<file path="config.mk">
export PLATFORM = sky130hd
export DESIGN_NAME = output_decoding
export DESIGN_NICKNAME = d
export VERILOG_FILES = /design/src/rtl/output_decoding.sv
export SDC_FILE = /design/constraint.sdc
export NUM_CORES = 1
export LEC_CHECK = 0
export CORE_MARGIN = 2
export CORE_UTILIZATION = 45
export CTS_BUF_LIST = sky130_fd_sc_hd__clkbuf_2
export CTS_CLUSTER_SIZE = 10
export DETAILED_ROUTE_END_ITERATION = 10
export PLACE_DENSITY = 0.76
export SLEW_MARGIN = 25
export SYNTH_ARGS = -nofsm -noshare
export SYNTH_HDL_FRONTEND = slang
export SYNTH_SLANG_ARGS = --single-unit
</file>
<file path="constraint.sdc">
create_clock -name clk -period 1.93 [get_ports clk]
set_clock_uncertainty 0.05 [all_clocks]
set_input_delay 0.386 -clock clk [delete_from_list [all_inputs] [get_ports clk]]
set_output_delay 0.386 -clock clk [all_outputs]
set_load 0.005 [all_outputs]
</file>
<file path="src/rtl/output_decoding.sv">
// Output decoding for the sign/magnitude multiplier. This is a 2-stage elastic pipeline
// that turns an unsigned product magnitude plus the XOR of the operand signs into a two's-complement result.
module output_decoding #(
  parameter int unsigned WIDTH   = 8,
  parameter int unsigned MAX_MAG = 64
) (
  input  logic             clk,
  input  logic             rst_n,
  input  logic             in_valid,
  output logic             in_ready,
  input  logic [WIDTH-1:0] mag_in,
  input  logic             sign_a,
  input  logic             sign_b,
  output logic             out_valid,
  input  logic             out_ready,
  output logic [WIDTH-1:0] prod_out,
  output logic             err
);

  localparam logic [WIDTH:0] MAX_MAG_W = (WIDTH+1)'(MAX_MAG);

  logic             s1_valid;
  logic [WIDTH-1:0] s1_mag;
  logic             s1_sign;
  logic             s1_illegal;

  logic             s2_valid;
  logic [WIDTH-1:0] s2_prod;
  logic             s2_err;

  logic             s2_can_load;
  logic             s1_to_s2;
  logic             in_xfer;
  logic [WIDTH-1:0] dec_prod;

  // in_ready depends on out_ready and stage occupancy only, never on in_valid
  assign s2_can_load = !s2_valid || out_ready;
  assign s1_to_s2    = s1_valid && s2_can_load;
  assign in_ready    = !s1_valid || s2_can_load;
  assign in_xfer     = in_valid && in_ready;

  // Ones-complement with the sign as carry-in; a zero magnitude therefore never becomes negative zero
  always_comb begin
    dec_prod = '0;
    if (!s1_illegal) begin
      dec_prod = (s1_mag ^ {WIDTH{s1_sign}}) + WIDTH'(s1_sign);
    end
  end

  always_ff @(posedge clk or negedge rst_n) begin
    if (!rst_n) begin
      s1_valid   <= 1'b0;
      s1_mag     <= '0;
      s1_sign    <= 1'b0;
      s1_illegal <= 1'b0;
    end else if (in_xfer) begin
      s1_valid   <= 1'b1;
      s1_mag     <= mag_in;
      s1_sign    <= sign_a ^ sign_b;
      s1_illegal <= ({1'b0, mag_in} > MAX_MAG_W);
    end else if (s1_to_s2) begin
      s1_valid   <= 1'b0;
    end
  end

  always_ff @(posedge clk or negedge rst_n) begin
    if (!rst_n) begin
      s2_valid <= 1'b0;
      s2_prod  <= '0;
      s2_err   <= 1'b0;
    end else if (s2_can_load) begin
      s2_valid <= s1_valid;
      if (s1_valid) begin
        s2_prod <= dec_prod;
        s2_err  <= s1_illegal;
      end
    end
  end

  assign out_valid = s2_valid;
  assign prod_out  = s2_prod;
  assign err       = s2_err;

endmodule

</file>
# Word level (Yosys, flattened, before mapping)
# Cells that the tools add are included.
[classes] add_sub_neg=1 magnitude_cmp=1 mux=3 n_bitwise=2 n_reduce_logical=8
[ops] cell="$add 8x1->8" n=1
[ops] cell="$gt 8x7->1 const B" n=1
[ops] cell="$mux 8" n=1
[ops] cell="$xor 8x8->8" n=1
[ops] cell="$logic_and 1x1->1" n=2
[ops] cell="$logic_not 1->1" n=2
[ops] cell="$logic_or 1x1->1" n=2
[ops] cell="$mux 1" n=2
[ops] cell="$reduce_and 2->1" n=1
[ops] cell="$reduce_bool 2->1" n=1
[ops] cell="$xor 1x1->1" n=1
[word_totals] regBits=21 word_cells=22

# Longest topological paths before layout
[depth] ltp_word=5 depth_mapped=7 mapped_depth_nobuf=7

# Worst setup path before layout
# No wires, ideal clock.
[synth_path] kind="register -> register" startpoint="reg s1_sign" endpoint="reg s2_prod[4], in the netlist prod_out[4]" arrival_ns=1.608 required_time_ns=1.747 setup_slack_ns=0.139 stages_incl_launch_ff=8 n_path_buf=1 period_less_slack_ns=1.791 cell_sequence="dfrtp_1 -> buf_2 -> xor2_1 -> ha_1 -> a21o_1 -> a22oi_1 -> xor2_1 -> o31ai_1"
[synth_via] elab_chain_len=3
[synth_lines] element="from (decl)" line_no="24" source="logic s1_sign;"
[synth_lines] element="from (signal assigned)" line_no="59" source="s1_sign <= sign_a ^ sign_b;"
[synth_lines] element="$xor 8x8->8" line_no="46" source="dec_prod = (s1_mag ^ {WIDTH{s1_sign}}) + WIDTH'(s1_sign);"
[synth_lines] element="$add 8x1->8 *" line_no="46"
[synth_lines] element="$mux 8 *" line_no="45" source="if (!s1_illegal) begin"
[synth_lines] element="to (signal assigned)" line_no="74" source="s2_prod <= dec_prod;"
[synth_lines] element="to (decl)" line_no="28" source="logic [WIDTH-1:0] s2_prod;"
# Mark *: on every way between the ends. The rest lies on a longest branch, timed or not.
# A chain may end at the register's enable or synchronous reset.

# Worst setup path after layout
# Ends and elaborated chain as after synthesis.

==> results.yml <==
status:
  status: "complete, no violations"
place:
  numPortBuffers: 24
  dpl_cell_area_um2: 1390
  place.gp.congestion: 0.800
  pre_cts_ws_ps: -29.0
  dp_hpwl_um: 1480
route:
  drt_iter0_drc: 5
  routed_wl_um: 1890
  via_count: 795
  viasPerCell: 5.13
  wire_per_inst_um: 12.2
  detail-route-antenna-nets: 0
  first_pass_iters: 4
  drc_errors: 0
synthesis:
  synth_flop_cell: "dfrtp_1"
  syn_inst: 97
  synth_cell_types: 33
  synthTopCellsByArea: "dfrtp_1 (48%), mux2_2 (9.3%), xnor2_1 (6.4%)"
  seq_area_frac_synth: 0.481
  syn_area_per_cell_um2: 11.3
  synth-edff-count: 0
  synth_commonest_cells: "dfrtp_1 (21), nand2_1 (10), mux2_2 (9), xnor2_1 (8), o21ai_0 (4)"
  synth_area_um2: 1090
  yosysMostFrequentCell: "dfrtp_1"
  yosys.area.top_type: "dfrtp_1"
  synth_seq_cells: 21
  synth_warnings: 0
  synthesis.nets: 113
  synth_top_area_frac: 0.481
  synth_async_sr_flop_share: 1.00
hold_path:
  hold_class: "in -> async"
global_route:
  grt_pass1_vias: 710
  antenna_found_initial: 0
  overflow: 0
  grt_usage: 0.154
  grt_max_degree: 22
  grt_pass1_wl_um: 3070
die:
  rows: 17
  core_area_um2: 2250
  die_y_um: 53.3
  io_pins: 25
  die-width_um: 53.3
  die_area_um2: 2840
  initial_core_util: 0.485
critical_path:
  crit_fanout: 9
  crit_required_ps: 2150
  cp_num_buf_inv: 0
  arrival_ps: 2030
  cpLargestDelayFamily: "compound AO/OA/AOI/OAI gates"
  worstPathCellList: "ha_1, ha_1, a21o_1, a22oi_1, xor2_1, o31ai_1"
  crit_path_top_delay_cell: "dfrtp_2"
  crit_path_frequent_cell: "ha_1"
  cp-end-kind: "flop"
  cpPeakStageDelay_ps: 510
  crit_path_start_kind: "flop"
  critPathKind: "reg -> reg"
power:
  power_frac_seq: 0.500
  p_switching_mw: 0.373
  p_leak_nw: 0.605
  ir_drop_mv: 0.555
  powerDensity_nw_per_um2: 860
  switching_share: 0.308
  p_int_mw: 0.838
  combPwrFrac: 0.346
  clkPwrFrac: 0.155
final_layout:
  areaGrowthSynthToFinish_pct: 28.8
  diodes: 0
  final_nets: 144
  stdcell_area_um2: 1410
  drive_above_1_share: 0.165
clock_network:
  cts_sinks: 21
  cts_root_buffer: "clkbuf_2"
  cts_tree: "done"
  cts_buffers: 3
  insertion_delay_ps: 330
  clk_pin_slew_worst_paths_ps: 210
  post-cts-setup-buffers: 0
  h-tree-depth: 1
  cts_buffer_depth: 2
timing:
  rsz0062_at_grt: "false"
  period_minus_slack_ps: 1810
  setup_slack_ps: 121
  setup_viol: 0
  min_period_over_period: 0.937
  drv_slew: 0
  worstMarginPinSlew_ps: 400
  slew_headroom: 0.732
  hold_viol: 0
  fmax_ghz: 0.553
job:
  drv_cap: 0
-- layout make-up --
type | instances | area (um2)
fillers | 204 | 846
multi-input cells | 69 | 532
flip-flops and latches | 21 | 527
repair buffers | 30 | 284
well taps | 28 | 35.0
clock buffers | 3 | 15.0
inverters | 3 | 11.3
clock inverters | 1 | 5.00
-- what timing repair did --
| action | CTS | global route |
|---|---|---|
| hold endpoints to repair | 0 | 0 |
| hold buffers | 0 | 0 |
| endpoints found under the setup margin | 1 | 1 |
| resized for setup | 1 | 1 |
-- worst paths after layout --
path / startpoint / to / slack (ps) / cells past startpoint
setup / recovery: s1_sign / prod_out[4] / 120 / 6
hold / removal: rst_n / s1_mag[5] / 310 / 2
setup reg to reg: s1_sign / prod_out[4] / 120 / 6
hold reg to reg: prod_out[4] / prod_out[4] / 460 / 2
max in group asynchronous: rst_n / s1_sign / 1300 / 2
min in group clk: prod_out[4] / prod_out[4] / 460 / 2
-- registers in the layout, indices dropped and copies added (netlist names) --
name	flops
err	1
out_valid	1
prod_out	8
s1_illegal	1
s1_mag	8
s1_sign	1
s1_valid	1
-- through the flow --
stage | hold slack (ps) | utilization | total power, mW | cells | TNS (ps)
after global placement | 412 | 0.616 | 1.03 | 151 | -18.1
after global routing | 310 | 0.625 | 1.29 | 155 | 0
after CTS | 307 | 0.624 | 1.22 | 155 | 0
after floorplan | 40.4 | - | 0.836 | 97 | 0
after detailed placement | 421 | 0.616 | 1.04 | 151 | -29.0
final | 307 | 0.625 | 1.21 | 155 | 0
-- layout by cell type, fill, tap and decap left out, drive strengths merged, types with 2 or more instances in the layout --
master / synthesis / layout
clkbuf: 1 / 3
a22o: 2 / 2
mux2: 9 / 9
nor3b: 2 / 2
inv: 3 / 3
nand2: 10 / 10
buf: 3 / 6
clkdlybuf4s50: 0 / 23
a22oi: 2 / 2
xnor2: 8 / 8
xor2: 3 / 3
a32o: 2 / 2
o31ai: 3 / 3
nor2: 3 / 3
ha: 2 / 2
dfrtp: 21 / 21
nand2b: 3 / 3
a21oi: 2 / 2
o21ai: 5 / 5
-- power by group through the flow --
stage	logic [mW]	registers (mW)	clock network, mW
2_1_floorplan	0.239	0.597	0
3_3_place_gp	0.418	0.612	0
3_5_place_dp	0.425	0.617	0
4_1_cts	0.426	0.607	0.191
5_1_grt	0.462	0.620	0.205
6_report	0.419	0.605	0.187
-- cells by family after synthesis --
logic type	share of synthesized area
flops	0.481
buf+inv	0.0332
fa+ha+maj	0.0229
mux	0.102
simple gates	0.149
compound gates	0.125
xor+xnor	0.0881
-- routing by layer --
layer,part of all wire,vias up,track usage
met1,0.47,370,0.181
met5,0,-,0
met4,0.0074,0,0.0769
li1,-,402,-
met2,0.47,21,0.265
met3,0.048,2,0.0254
(Power assumes the default switching activity.)
==> patch 1: new RTL, same settings <==
`WIDTH`: 8 -> 6.
--- a/src/rtl/output_decoding.sv
+++ b/src/rtl/output_decoding.sv
@@ -3,3 +3,3 @@
 module output_decoding #(
-  parameter int unsigned WIDTH   = 8,
+  parameter int unsigned WIDTH   = 6,
   parameter int unsigned MAX_MAG = 64
Ports: changed (resized mag_in and prod_out); port bits go from 25 to 21. No check against the original RTL was run, so the function may have changed too.
==> patch 1 against the original RTL <==
- sequential cell count fell by 6
- via count fell by 27%
- combinational power fell by 24%
- wire length fell by 25%
- design area fell by 28%
- worst setup slack got worse by 0.014 ns
- synthesized area fell by 28%
- clock power fell by 16%
- maximum frequency fell by 0.77%
- total power fell by 24%
- largest cell class unchanged
- highest routed layer unchanged
==> patch 1: results <==
set metrics [dict create \
    totalWireLength_um 1420 \
    critical_path.startpoint "s1_sign" \
    worstHoldPathType "in -> async" \
    dpl-instance-area_um2 998 \
    yosysSeqAreaShare_pct 47.7 \
    cts_root_buf "clkbuf_2" \
    first_global_vias 537 \
    static-leakage-power_uw 0.000437 \
    critical_path_peak_fanout 7 \
    mappedNetlistNets 85 \
    wire_length_of_the_first_global_routing_pass_um 2400 \
    grt_usage_pct 16.2 \
    cts_inserted_buffers 3 \
    fraction_of_layout_instances_using_a_drive_strength_above_1_pct 21.1 \
    final_net_count 110 \
    regToRegStartpoint "s1_sign" \
    max-clock-path-buffers 2 \
    via_per_inst 5.16 \
    insertion_delay_ns 0.28 \
    route.antenna.remaining_nets 0 \
    place_hpwl_um 1110 \
    total_inserted_antenna_cells 0 \
    synth_async_sr_flop_share_pct 100 \
    synth.yosys.warnings 0 \
    initialDrtViolationCount 5 \
    post-cts-setup-buffer-count 0 \
    synth_commonest_cells "15 x dfrtp_1, 10 x nand2_1, 7 x mux2_2" \
    cts.htree.levels 1 \
    synth_cell_type_count 26 \
    maximum_number_of_pins_on_one_net_before_global_route_repair 16 \
    port_buffers 19 \
    fillCellCount 160 \
    critPathArrivalTime_ns 2.01 \
    place.gp.congestion 0.744 \
    netlist_top_cells_area "dfrtp_1 48%, mux2_2 10%, nand2_1 4.8%, xnor2_1 4.5%, ha_1 3.2%" \
    peakVddDrop_v 0.000456 \
    grt_antenna_before_repair 0 \
    result_of_the_run "finished clean" \
    drt_first_pass_iters 4 \
    cts-resized-gates 1 \
    clock_pin_slew_of_the_registers_on_the_worst_case_setup_and_hold_paths_ns 0.15 \
    drc_errors 0 \
]
[patch 1: cell type report]
type	count	area [um2]	share of cell area [%]
clock buffer	4	20.0	1.97
sequential	15	375	36.9
timing repair buffer	23	219	21.5
tap	17	21.3	2.09
multi-input combinational	52	378	37.1
inverter	1	3.75	0.369
[patch 1: logic make-up after synthesis]
group / Yosys count / synth area share (%)
AOI/OAI and AO/OA: 10 / 7.95
buffers and inverters: 4 / 4.29
xor gates and xnor gates: 6 / 6.68
DFF: 15 / 47.7
adders and majority gates: 2 / 3.18
muxes: 7 / 10.0
other: 1 / 0.476
and+or+nand+nor: 26 / 19.7
[patch 1: stage by stage]
| stage | hold WS, ns | std cells | setup slack, ns |
|---|---|---|---|
| floorplan | 0.0404 | 71 | 0.205 |
| finish | 0.337 | 112 | 0.107 |
| detailed placement | 0.413 | 108 | -0.0417 |
| CTS | 0.336 | 112 | 0.108 |
| global placement | 0.409 | 108 | 0.0129 |
| global route | 0.339 | 112 | 0.0218 |
[patch 1: final timing paths]
kind / endpoint / slack (ns) / depth (start not counted)
setup / recovery: prod_out[4] / 0.11 / 6
hold / removal: prod_out[4] / 0.34 / 2
setup reg to reg: prod_out[4] / 0.11 / 6
hold reg to reg: prod_out[1] / 0.44 / 2
max in group asynchronous: prod_out[0] / 1.33 / 2
min in group clk: prod_out[1] / 0.44 / 2
[patch 1: worst max-delay path, cell delays in order (launching register included)]
cell      delay, ns
dfrtp_1        0.50
ha_1           0.28
ha_1           0.24
nand2b_1       0.08
a21oi_1        0.07
or4_1          0.46
nand3_1        0.09
[patch 1: per-layer routing]
layer | wire (um) | vias up | GRT usage [%]
met3 | 62 | 2 | 2.38
met1 | 596 | 268 | 21.1
li1 | - | 289 | -
met5 | 0 | - | 0
met4 | 8 | 0 | 6.86
met2 | 750 | 19 | 26.8
[patch 1: power breakdown]
part           internal (uW)  switching [uW]  total (uW)
registers                385            55.9         441
logic                    204             116         320
clock network           54.9             102         157
total                    643             274         917
==> patch 2: new RTL, same flow settings <==
Made on the original files. Put one more register stage on the output `err`, with the module's reset. The value now appears one clock later. The other outputs are not delayed to match.
--- a/src/rtl/output_decoding.sv
+++ b/src/rtl/output_decoding.sv
@@ -81,3 +81,9 @@
   assign prod_out  = s2_prod;
-  assign err       = s2_err;
+  always_ff @(posedge clk or negedge rst_n) begin
+    if (!rst_n) begin
+      err <= '0;
+    end else begin
+      err <= s2_err;
+    end
+  end
 
Function: changed (a bounded check fails within 4 cycles, from zero or initial values and one cycle with rst_n low).
==> patch 2 against the original RTL <==
- total power up 3.5%
- utilization down 1.9 points
- worst setup slack gained 0.012 ns
- design area rose by 3.6%
- wire length rose by 12%
- sequential cell count increased by 1
- synthesized area rose by 2.3%
==> patch 2: results <==
set metrics [dict create \
    ff2ff_path_depth 5 \
    cts_root_buf "clkbuf_2" \
    place.gp.congestion 0.803 \
    setup_slack_at_placement_ns -0.0180 \
    maximum_number_of_pins_on_one_net_before_global_route_repair 23 \
    final_net_count 148 \
    mappedNetlistNets 114 \
    grt_usage_pct 17.7 \
    synth_commonest_cells "22 x dfrtp_1, 10 x nand2_1, 9 x mux2_2" \
    insertion_delay_ns 0.32 \
    place_hpwl_um 1650 \
    critical_path_peak_fanout 8 \
    worstHoldPathType "in -> async" \
    peakVddDrop_v 0.000528 \
    hold_ws_ns 0.324 \
    clock_pin_slew_of_the_registers_on_the_worst_case_setup_and_hold_paths_ns 0.21 \
    fraction_of_layout_instances_using_a_drive_strength_above_1_pct 18.3 \
    wire_length_of_the_first_global_routing_pass_um 3710 \
    initial_utilization_pct 46.4 \
    result_of_the_run "finished clean" \
    synth_cell_type_count 33 \
    grt_overflow_total 0 \
    netlist_top_cells_area "dfrtp_1 49%, mux2_2 9.1%, xnor2_1 6.3%, nand2_1 3.4%, xor2_1 2.3%" \
    reg2reg_setup_slack_ns 0.13 \
    critical_path.startpoint "s1_sign" \
    synth.area.mux_share_pct 9.96 \
    synth.yosys.warnings 0 \
    critPathArrivalTime_ns 1.99 \
    max-clock-path-buffers 2 \
    finalCritPeriodShare_pct 93.1 \
    complex_gate_fraction_of_the_synthesized_area_pct 12.2 \
    synth_async_sr_flop_share_pct 100 \
    synth-xor-area-share_pct 8.61 \
    first_global_vias 859 \
    num_vias 838 \
    static-leakage-power_uw 0.000627 \
    worst-slew-pin-transition_ns 0.373 \
    route.detailed.wl_per_inst_um 13.2 \
    yosys.area_share.adder_pct 2.24 \
    total_inserted_antenna_cells 0 \
    fillCellCount 206 \
    initialDrtViolationCount 11 \
    yosysSeqAreaShare_pct 49.2 \
]
[patch 2: changes by cell type after synthesis, sizes merged]
cell   before  now
dfrtp      21   22
[patch 2: kinds of logic (layout without fill, tap and decap cells)]
logic type               Yosys count  count (layout)
adder cells (fa/ha/maj)            2               2
buffers and inverters              7              40
flip-flops                        22              22
XOR/XNOR                          11              11
multiplexers                      10              10
AO/OA/AOI/OAI                     19              19
AND/OR/NAND/NOR                   27              27
[patch 2: worst max-delay path, cell delays in order (launching register included)]
cell and delay (ns):
dfrtp_2 0.50, buf_4 0.15, and4b_1 0.29, mux2i_1 0.11, or3_1 0.36, a32o_1 0.26
[patch 2: cell type report]
type / count / area (um2) / area share [%]
Clock buffer: 3 / 15.0 / 1.03
Clock inverter: 1 / 3.75 / 0.257
Inverter: 3 / 11.3 / 0.771
Multi-Input combinational cell: 69 / 534 / 36.6
Sequential cell: 22 / 552 / 37.8
Tap cell: 30 / 37.5 / 2.57
Timing Repair Buffer: 33 / 307 / 21.0
[patch 2: report_power, final]
group          switching [uW]  internal, uW  leakage [uW]
clock                     138          45.1     0.0000140
combinational             162           275      0.000349
sequential               82.9           551      0.000264
total                     383           871      0.000627
[patch 2: repair_timing]
| item | CTS | global route |
|---|---|---|
| endpoints found under the setup margin | 1 | 1 |
| endpoints found under the hold margin | 0 | 0 |
| pin swaps | 0 | 1 |
| setup buffers | 0 | 1 |
| resized for setup | 1 | 2 |
[patch 2: layer usage]
metal	wire length [um]	vias up	track usage (%)
met3	91	2	2.50
met2	1060	22	31.1
met1	953	399	21.8
li1	-	415	-
met4	13	0	6.84
met5	0	-	0
[patch 2: stage by stage]
stage | cell area, um2 | util (%) | instances
4_1_cts | 1450 | 60.1 | 160
6_report | 1460 | 60.6 | 161
5_1_grt | 1460 | 60.6 | 161
2_1_floorplan | 1120 | - | 98
3_5_place_dp | 1430 | 59.4 | 156
3_3_place_gp | 1430 | 59.4 | 156
[patch 2: worst paths after layout]
check / end
min: prod_out[3]
min in group clk: err
max reg2reg: prod_out[7]
max: prod_out[7]
min reg2reg: err
max in group asynchronous: s1_sign
